[src/rtl/pred_pkg.sv]
// Shared constants for the predicate register file and its scoreboard.
package pred_pkg;

  localparam int NUM_PRED    = 8;   // predicate registers p0..p7
  localparam int PIDX_W      = 3;   // predicate index width
  localparam int P_TRUE      = 0;   // hard-wired always-true predicate index
  localparam int STALL_CNT_W = 16;  // width of the saturating stall counter

endpackage

[src/rtl/pred_scoreboard.sv]
// Busy-bit tracking for the predicate file: one outstanding write per
// predicate. A writeback clears its bit, an accepted predicate-writing issue
// sets it (set wins over a same-edge clear), and flush clears everything.
// p0 is never busy.
module pred_scoreboard #(
  parameter int NUM_PRED = 8,
  parameter int PIDX_W   = 3
) (
  input  logic                clk,
  input  logic                rst_n,
  input  logic                set_valid,
  input  logic [PIDX_W-1:0]   set_idx,
  input  logic                clr_valid,
  input  logic [PIDX_W-1:0]   clr_idx,
  input  logic                flush,
  input  logic [PIDX_W-1:0]   guard_idx,
  input  logic                dst_valid,
  input  logic [PIDX_W-1:0]   dst_idx,
  output logic                guard_busy,
  output logic                dst_busy,
  output logic [NUM_PRED-1:0] busy
);

  import pred_pkg::*;

  localparam logic [PIDX_W-1:0] ZERO_IDX = PIDX_W'(P_TRUE);

  logic [NUM_PRED-1:0] busy_r;
  logic [NUM_PRED-1:0] busy_nxt_s;
  logic                clr_hit_s;
  logic                set_hit_s;

  // Hazard detection; a same-cycle writeback to the index hides its busy bit.
  always_comb begin
    guard_busy = busy_r[guard_idx] &&
                 !(clr_valid && (clr_idx == guard_idx) && (guard_idx != ZERO_IDX));
    dst_busy   = dst_valid && (dst_idx != ZERO_IDX) && busy_r[dst_idx] &&
                 !(clr_valid && (clr_idx == dst_idx));
  end

  // Next busy vector: set beats clear, flush beats everything, p0 stays clear.
  always_comb begin
    busy_nxt_s = {NUM_PRED{1'b0}};
    clr_hit_s  = 1'b0;
    set_hit_s  = 1'b0;
    for (int i = 0; i < NUM_PRED; i++) begin
      clr_hit_s     = clr_valid && (clr_idx == PIDX_W'(i));
      set_hit_s     = set_valid && (set_idx == PIDX_W'(i));
      busy_nxt_s[i] = (i != P_TRUE) && !flush &&
                      (set_hit_s || (busy_r[i] && !clr_hit_s));
    end
  end

  // Busy-bit register with synchronous active-low reset.
  always_ff @(posedge clk) begin
    if (!rst_n) begin
      busy_r <= {NUM_PRED{1'b0}};
    end else begin
      busy_r <= busy_nxt_s;
    end
  end

  assign busy = busy_r;

endmodule

[src/rtl/pred_regfile.sv]
// Predicate register file with guard evaluation, writeback bypass to the
// guard read, issue hazard checks via pred_scoreboard, a sticky error flag
// for writebacks to idle registers and a saturating stall counter.
module pred_regfile #(
  parameter int NUM_PRED = pred_pkg::NUM_PRED,
  parameter int PIDX_W   = pred_pkg::PIDX_W
) (
  input  logic                   clk,
  input  logic                   rst_n,
  input  logic                   issue_valid,
  input  logic [PIDX_W-1:0]      issue_guard_idx,
  input  logic                   issue_guard_neg,
  input  logic                   issue_dst_valid,
  input  logic [PIDX_W-1:0]      issue_dst_idx,
  output logic                   issue_stall,
  output logic                   issue_exec,
  input  logic                   wb_valid,
  input  logic [PIDX_W-1:0]      wb_idx,
  input  logic                   wb_data,
  input  logic                   flush,
  input  logic [PIDX_W-1:0]      rd_idx,
  output logic                   rd_data,
  output logic                   wb_err,
  output logic [pred_pkg::STALL_CNT_W-1:0] stall_cnt
);

  import pred_pkg::*;

  localparam logic [PIDX_W-1:0] ZERO_IDX = PIDX_W'(P_TRUE);

  logic [NUM_PRED-1:0]    vals_r;
  logic                   wb_err_r;
  logic [STALL_CNT_W-1:0] stall_cnt_r;

  logic                   wb_wr_s;
  logic                   bypass_s;
  logic                   guard_val_s;
  logic                   guard_busy_s;
  logic                   dst_busy_s;
  logic                   set_s;
  logic [NUM_PRED-1:0]    busy_s;

  // Stored predicate read; p0 is the constant-true predicate.
  function automatic logic pred_read(input logic [NUM_PRED-1:0] vals,
                                     input logic [PIDX_W-1:0]   idx);
    return (idx == ZERO_IDX) ? 1'b1 : vals[idx];
  endfunction

  pred_scoreboard #(
    .NUM_PRED (NUM_PRED),
    .PIDX_W   (PIDX_W)
  ) u_scoreboard (
    .clk        (clk),
    .rst_n      (rst_n),
    .set_valid  (set_s),
    .set_idx    (issue_dst_idx),
    .clr_valid  (wb_valid),
    .clr_idx    (wb_idx),
    .flush      (flush),
    .guard_idx  (issue_guard_idx),
    .dst_valid  (issue_dst_valid),
    .dst_idx    (issue_dst_idx),
    .guard_busy (guard_busy_s),
    .dst_busy   (dst_busy_s),
    .busy       (busy_s)
  );

  // Guard evaluation with writeback bypass and issue accept decision.
  always_comb begin
    wb_wr_s     = wb_valid && (wb_idx != ZERO_IDX);
    bypass_s    = wb_valid && (wb_idx == issue_guard_idx) && (issue_guard_idx != ZERO_IDX);
    guard_val_s = bypass_s ? wb_data : pred_read(vals_r, issue_guard_idx);
    issue_stall = issue_valid && (guard_busy_s || dst_busy_s);
    issue_exec  = issue_valid && !issue_stall && (guard_val_s ^ issue_guard_neg);
    set_s       = issue_exec && issue_dst_valid && (issue_dst_idx != ZERO_IDX);
    rd_data     = pred_read(vals_r, rd_idx);
  end

  // Predicate value array; writebacks land even under flush.
  always_ff @(posedge clk) begin
    if (!rst_n) begin
      vals_r <= {NUM_PRED{1'b0}};
    end else if (wb_wr_s) begin
      vals_r[wb_idx] <= wb_data;
    end else begin
      vals_r <= vals_r;
    end
  end

  // Sticky flag for a writeback arriving at a register with no pending write.
  always_ff @(posedge clk) begin
    if (!rst_n) begin
      wb_err_r <= 1'b0;
    end else if (wb_wr_s && !busy_s[wb_idx]) begin
      wb_err_r <= 1'b1;
    end else begin
      wb_err_r <= wb_err_r;
    end
  end

  // Saturating count of cycles in which issue was held.
  always_ff @(posedge clk) begin
    if (!rst_n) begin
      stall_cnt_r <= {STALL_CNT_W{1'b0}};
    end else if (issue_stall && (stall_cnt_r != {STALL_CNT_W{1'b1}})) begin
      stall_cnt_r <= stall_cnt_r + {{(STALL_CNT_W-1){1'b0}}, 1'b1};
    end else begin
      stall_cnt_r <= stall_cnt_r;
    end
  end

  assign wb_err    = wb_err_r;
  assign stall_cnt = stall_cnt_r;

endmodule

[config.mk]
export PLATFORM = sky130hd
export DESIGN_NAME = pred_regfile
export DESIGN_NICKNAME = d
export VERILOG_FILES = /design/src/rtl/pred_pkg.sv /design/src/rtl/pred_scoreboard.sv /design/src/rtl/pred_regfile.sv
export SDC_FILE = /design/constraint.sdc
export NUM_CORES = 1
export LEC_CHECK = 0
export ABC_CLOCK_PERIOD_IN_PS = 2400
export BUFFER_PORTS_ARGS = -buffer_cell sky130_fd_sc_hd__buf_2
export CAP_MARGIN = 40
export CORE_MARGIN = 2
export CORE_UTILIZATION = 50
export DETAILED_ROUTE_END_ITERATION = 10
export GPL_TIMING_DRIVEN = 0
export HOLD_SLACK_MARGIN = 0.06
export PLACE_DENSITY = 0.85
export SKIP_CTS_REPAIR_TIMING = 1
export SYNTH_ARGS = -nofsm -noshare
export SYNTH_HDL_FRONTEND = slang
export SYNTH_SLANG_ARGS = --single-unit
[constraint.sdc]
create_clock -name clk -period 2.4 [get_ports clk]
set_input_delay 0.36 -clock clk [delete_from_list [all_inputs] [get_ports clk]]
set_output_delay 0.36 -clock clk [all_outputs]
set_load 0.05 [all_outputs]
# Word-level counts from Yosys, hierarchy flattened
# Cells that the tools add are included.
# word_totals
regBits	33
input_bits	20
output_inout_bits	20
wordCells	114
# op_classes
add_sub_neg	1
order_cmp	5
eq_ne	17
muxes	16
n_bitwise	1
reduce_logical	69
# ops
operator	n
logical AND 1 bit	44
equality test 3 bit, second input constant	8
adder 16 x 1 -> 16 bit, second input constant	1
less-than comparator 3 x 4 -> 1 bit, second input constant	4
inequality test 16 bit, second input constant	1
binary-select mux 1 bit (select 3 bit)	5
equality test 3 x 2 -> 1 bit, second input constant	4
zero test 1 bit	12
two-way mux 1 bit	9
nonzero test 3 bit	3
bitwise mux 8 bit	1
logical OR 1 bit	8
equality test 3 x 1 -> 1 bit, second input constant	2
equality test 3 bit	2
zero test 3 bit	2
demux 1 bit (select 3 bit)	1
>= comparator 3 x 1 -> 1 bit, second input constant	1
XOR 1 bit	1

# Longest topological paths before layout
# logic_depth
depth_word	15
mapped_depth	8
depth_no_buf	7

# Cells and area by module
# Synthesis repeated with hierarchy kept, for this count alone.
# hier_totals
hier_cells	232
hier_area_um2	2013.2
# by_module_without_submodules
module	n_inst	cells_each	area_each_um2
pred_regfile	1	162	1455.1
pred_scoreboard	1	70	558.0

# Least setup slack after synthesis
# OpenSTA, ideal clock, no wires.
# synth_timing
kind	in2out
start	input port issue_dst_idx[1]
end	output port issue_exec
arrival_ps	1862
t_required_ps	2040
slack_ps	178
path_stages	7
n_path_buf	1
cell_sequence	buf_4 -> mux2_1 -> a221oi_1 -> nor4_2 -> nor3b_2 -> nand2_1 -> inv_1
# synth_between
elab_chain_len	9
# synth_lines
element	line_no	rtl
start, declared	pred_regfile.sv:14	input logic [PIDX_W-1:0] issue_dst_idx,
binary-select mux 1 bit (select 3 bit) (tied with other cells)	pred_scoreboard.sv:37	dst_busy = dst_valid && (dst_idx != ZERO_IDX) && busy_r[dst_idx] &&
two-way mux 1 bit (implied by the code) (tied with other cells)	pred_scoreboard.sv:37	
logical AND 1 bit or zero test 1 bit (tied branches)	pred_scoreboard.sv:37, pred_scoreboard.sv:38	
logical AND 1 bit (*)	pred_scoreboard.sv:37	
logical OR 1 bit (*)	pred_regfile.sv:73	issue_stall = issue_valid && (guard_busy_s || dst_busy_s);
logical AND 1 bit (*)	pred_regfile.sv:73	
zero test 1 bit (*)	pred_regfile.sv:74	issue_exec = issue_valid && !issue_stall && (guard_val_s ^ issue_guard_neg);
logical AND 1 bit (*) (2 in a row)	pred_regfile.sv:74	
end, declared	pred_regfile.sv:16	output logic issue_exec,
# Mark *: on every way between the ends. The rest lies on a longest branch, timed or not. The select of a mux whose other input is x is not followed.

# Worst setup path after layout
# layout_timing
start	register vals_r[5]
end	output port issue_exec
# layout_between
elab_chain_len	6
# layout_lines
element	line_no	rtl
start, declared	pred_regfile.sv:31	logic [NUM_PRED-1:0] vals_r;
start signal, assigned	pred_regfile.sv:82	vals_r <= {NUM_PRED{1'b0}};
start signal, assigned by index	pred_regfile.sv:84	vals_r[wb_idx] <= wb_data;
start signal, assigned	pred_regfile.sv:86	vals_r <= vals_r;
binary-select mux 1 bit (select 3 bit)	pred_regfile.sv:46	return (idx == ZERO_IDX) ? 1'b1 : vals[idx];
two-way mux 1 bit (implied by the code)	pred_regfile.sv:46	
two-way mux 1 bit	pred_regfile.sv:46	
two-way mux 1 bit	pred_regfile.sv:72	guard_val_s = bypass_s ? wb_data : pred_read(vals_r, issue_guard_idx);
XOR 1 bit	pred_regfile.sv:74	
logical AND 1 bit	pred_regfile.sv:74	
# Every way passes these cells. The select of a mux whose other input is x is not followed.

==> results.cfg <==
[sta]
final_hold_viol_count = 0
rsz0062_at_grt = yes
worstMarginPinSlew_ns = 0.476
finalCriticalPeriod_ns = 2.34
clock_skew_ns = 0.00425
finalSetupViolCount = 0
relSlewSlack = 0.683
timing.setup.tns_ns = 0
period_share = 0.975
slew_viol_final = 0
max_freq_mhz = 427

[power_and_ir_drop]
p_int_uw = 854
swShare = 0.271
seq_power_share = 0.464
p_switching_uw = 317
ir_drop_v = 0.000389
p_comb_frac = 0.173
clkPwrFrac = 0.363
leakagePower_uw = 0.000970
design_power_total_uw = 1170
powerDensity_mw_per_mm2 = 475

[clocking]
cts_root_buf = clkbuf_8
cts_tree = yes
h-tree-depth = 2
insertion_delay_ns = 0.28
cts_sinks = 32
cts.clk_slew.worst_paths_ns = 0.06
cts_buffers = 5
clk_path_buf_depth = 2

[placement]
portBuffers = 30
gp_congestion = 0.873
dp_cells = 313
dp_hpwl_mm = 3.54

[cells_and_area]
antenna_cells = 0
utilization = 0.617
drive_gt1_frac = 0.274
nNetsFinal = 297
final_cells = 327
syn_to_final_growth_pct = 19.2

[detailed_routing]
dr_total_vias = 1959
drt-initial-drc-count = 166
viasPerCell = 5.99
final_antenna_net_count = 0
firstDrtPassIters = 4
route.detailed.drc = 0
drt_wl_total_mm = 4.88
wire_per_inst_um = 14.9

[floorplanning]
core_mm2 = 0.00400
num_rows = 23
pin_count = 40
initial_core_util = 0.517
die_width_um = 68.3
die_y_um = 68.3
dieArea_mm2 = 0.00467

[critical_path]
path_max_fanout = 4
cp-start-kind = flop
crit_required_ns = 2.04
critPathCaptureType = primary output
arrival_ns = 1.98
worstSetupPathType = flop to primary output
r2r_cells = 10

[yosys]
synth-edff-count = 0
syn_nets = 254
synth.avg_cell_area_um2 = 8.88
yosys_warnings = 0
yosysTopAreaCell = dfxtp_1
synth_seq_cells = 32
netlist_area_mm2 = 0.00207
async_flop_share = 0
yosysSeqAreaShare = 0.310
ys_top_cells_by_area = dfxtp_1 (31%), mux2i_1 (7.3%), nand3_1 (4.8%), mux4_2 (4.4%), nand2_1 (4.4%)
yosys_most_used_dff = dfxtp_1
ys_types = 50
postSynthCellCount = 233
synth_top_area_frac = 0.310
synth.most_common_cell = dfxtp_1
synth_common_cells = dfxtp_1 (32), nand2_1 (24), nand3_1 (20)

[grt]
grt_max_degree = 11
grt_pass1_wl_mm = 7.93
antenna_found_initial = 0
overflow = 0
grt_pass1_vias = 1761
track_usage = 0.225

[worst_hold_path]
hp-class = input pin to flop
holdPathStages = 2

[outcome]
outcome = finished clean

[job]
max_cap_violations = 0
## worst paths after layout
| path | start | end | slack, ns |
|---|---|---|---|
| worst max-delay path | vals_r[5] | issue_exec | 0.06 |
| worst min-delay path | issue_dst_idx[1] | u_scoreboard.busy[1] | 0.36 |
| worst max register to register | u_scoreboard.busy[5] | stall_cnt[6] | 0.09 |
| worst min register to register | vals_r[0] | vals_r[0] | 0.48 |
## area by class of cell
cell class	count	area, µm²
fillers	355	1530
multi-input cells	180	1340
flip-flops and latches	32	646
repair buffers	36	201
plain buffers	15	100
clock buffers	8	90.1
well taps	50	62.6
inverters	6	22.5
## cell usage in the layout, fill, tap and decap left out, drive strengths merged, types with 4 or more instances in the layout
master	n
a21boi	10
and4	4
buf	47
clkbuf	12
dfxtp	32
inv	6
mux2	5
mux2i	15
mux4	4
nand2	24
nand2b	9
nand3	20
nand4	7
nor2b	14
o21ai	11
o31ai	6
or3	10
xnor2	6
## power by group through the flow
stage | combinational [µW] | sequential [µW] | clock [µW]
floorplan | 124 | 565 | 0
global placement | 178 | 554 | 0
detailed placement | 183 | 555 | 0
CTS | 183 | 543 | 440
global route | 219 | 543 | 458
finish | 202 | 543 | 425
## per-layer routing
metal	up-vias	track usage	wire, µm
li1	950	-	-
met1	927	0.274	2050
met2	73	0.388	2450
met3	9	0.0576	315
met4	0	0.0700	74
met5	-	0	0
## cells by family (layout without fill, tap and decap cells)
logic type | Yosys count | after routing | share of synthesized area
muxes | 24 | 24 | 0.143
AOI/OAI and AO/OA | 42 | 42 | 0.157
adders and majority gates | 1 | 1 | 0.00605
xor gates and xnor gates | 6 | 6 | 0.0254
buffers and inverters | 21 | 65 | 0.0575
DFF | 32 | 32 | 0.310
and+or+nand+nor | 107 | 107 | 0.301
## worst max-delay path, cell delays in order, from the launching register on
cell	delay, ns
dfxtp_2	0.33
mux4_2	0.47
mux2i_1	0.17
or3_1	0.14
nand4_1	0.22
nand2_2	0.18
inv_2	0.04
buf_6	0.14
## flip-flops by register name (all words and copies together) (netlist names)
signal	count
stall_cnt	16
vals_r	8
wb_err	1
u_scoreboard.busy	7
## stage by stage
step	setup WS [ns]	hold slack, ns	cell area, µm²
after floorplan	0.178	0.425	2070
after global placement	-0.0551	0.445	2280
after detailed placement	-0.0664	0.462	2280
after CTS	-0.246	0.343	2370
after global routing	-0.0540	0.365	2470
final	0.0606	0.362	2470
Note: power is estimated with default switching activity, not from simulation.
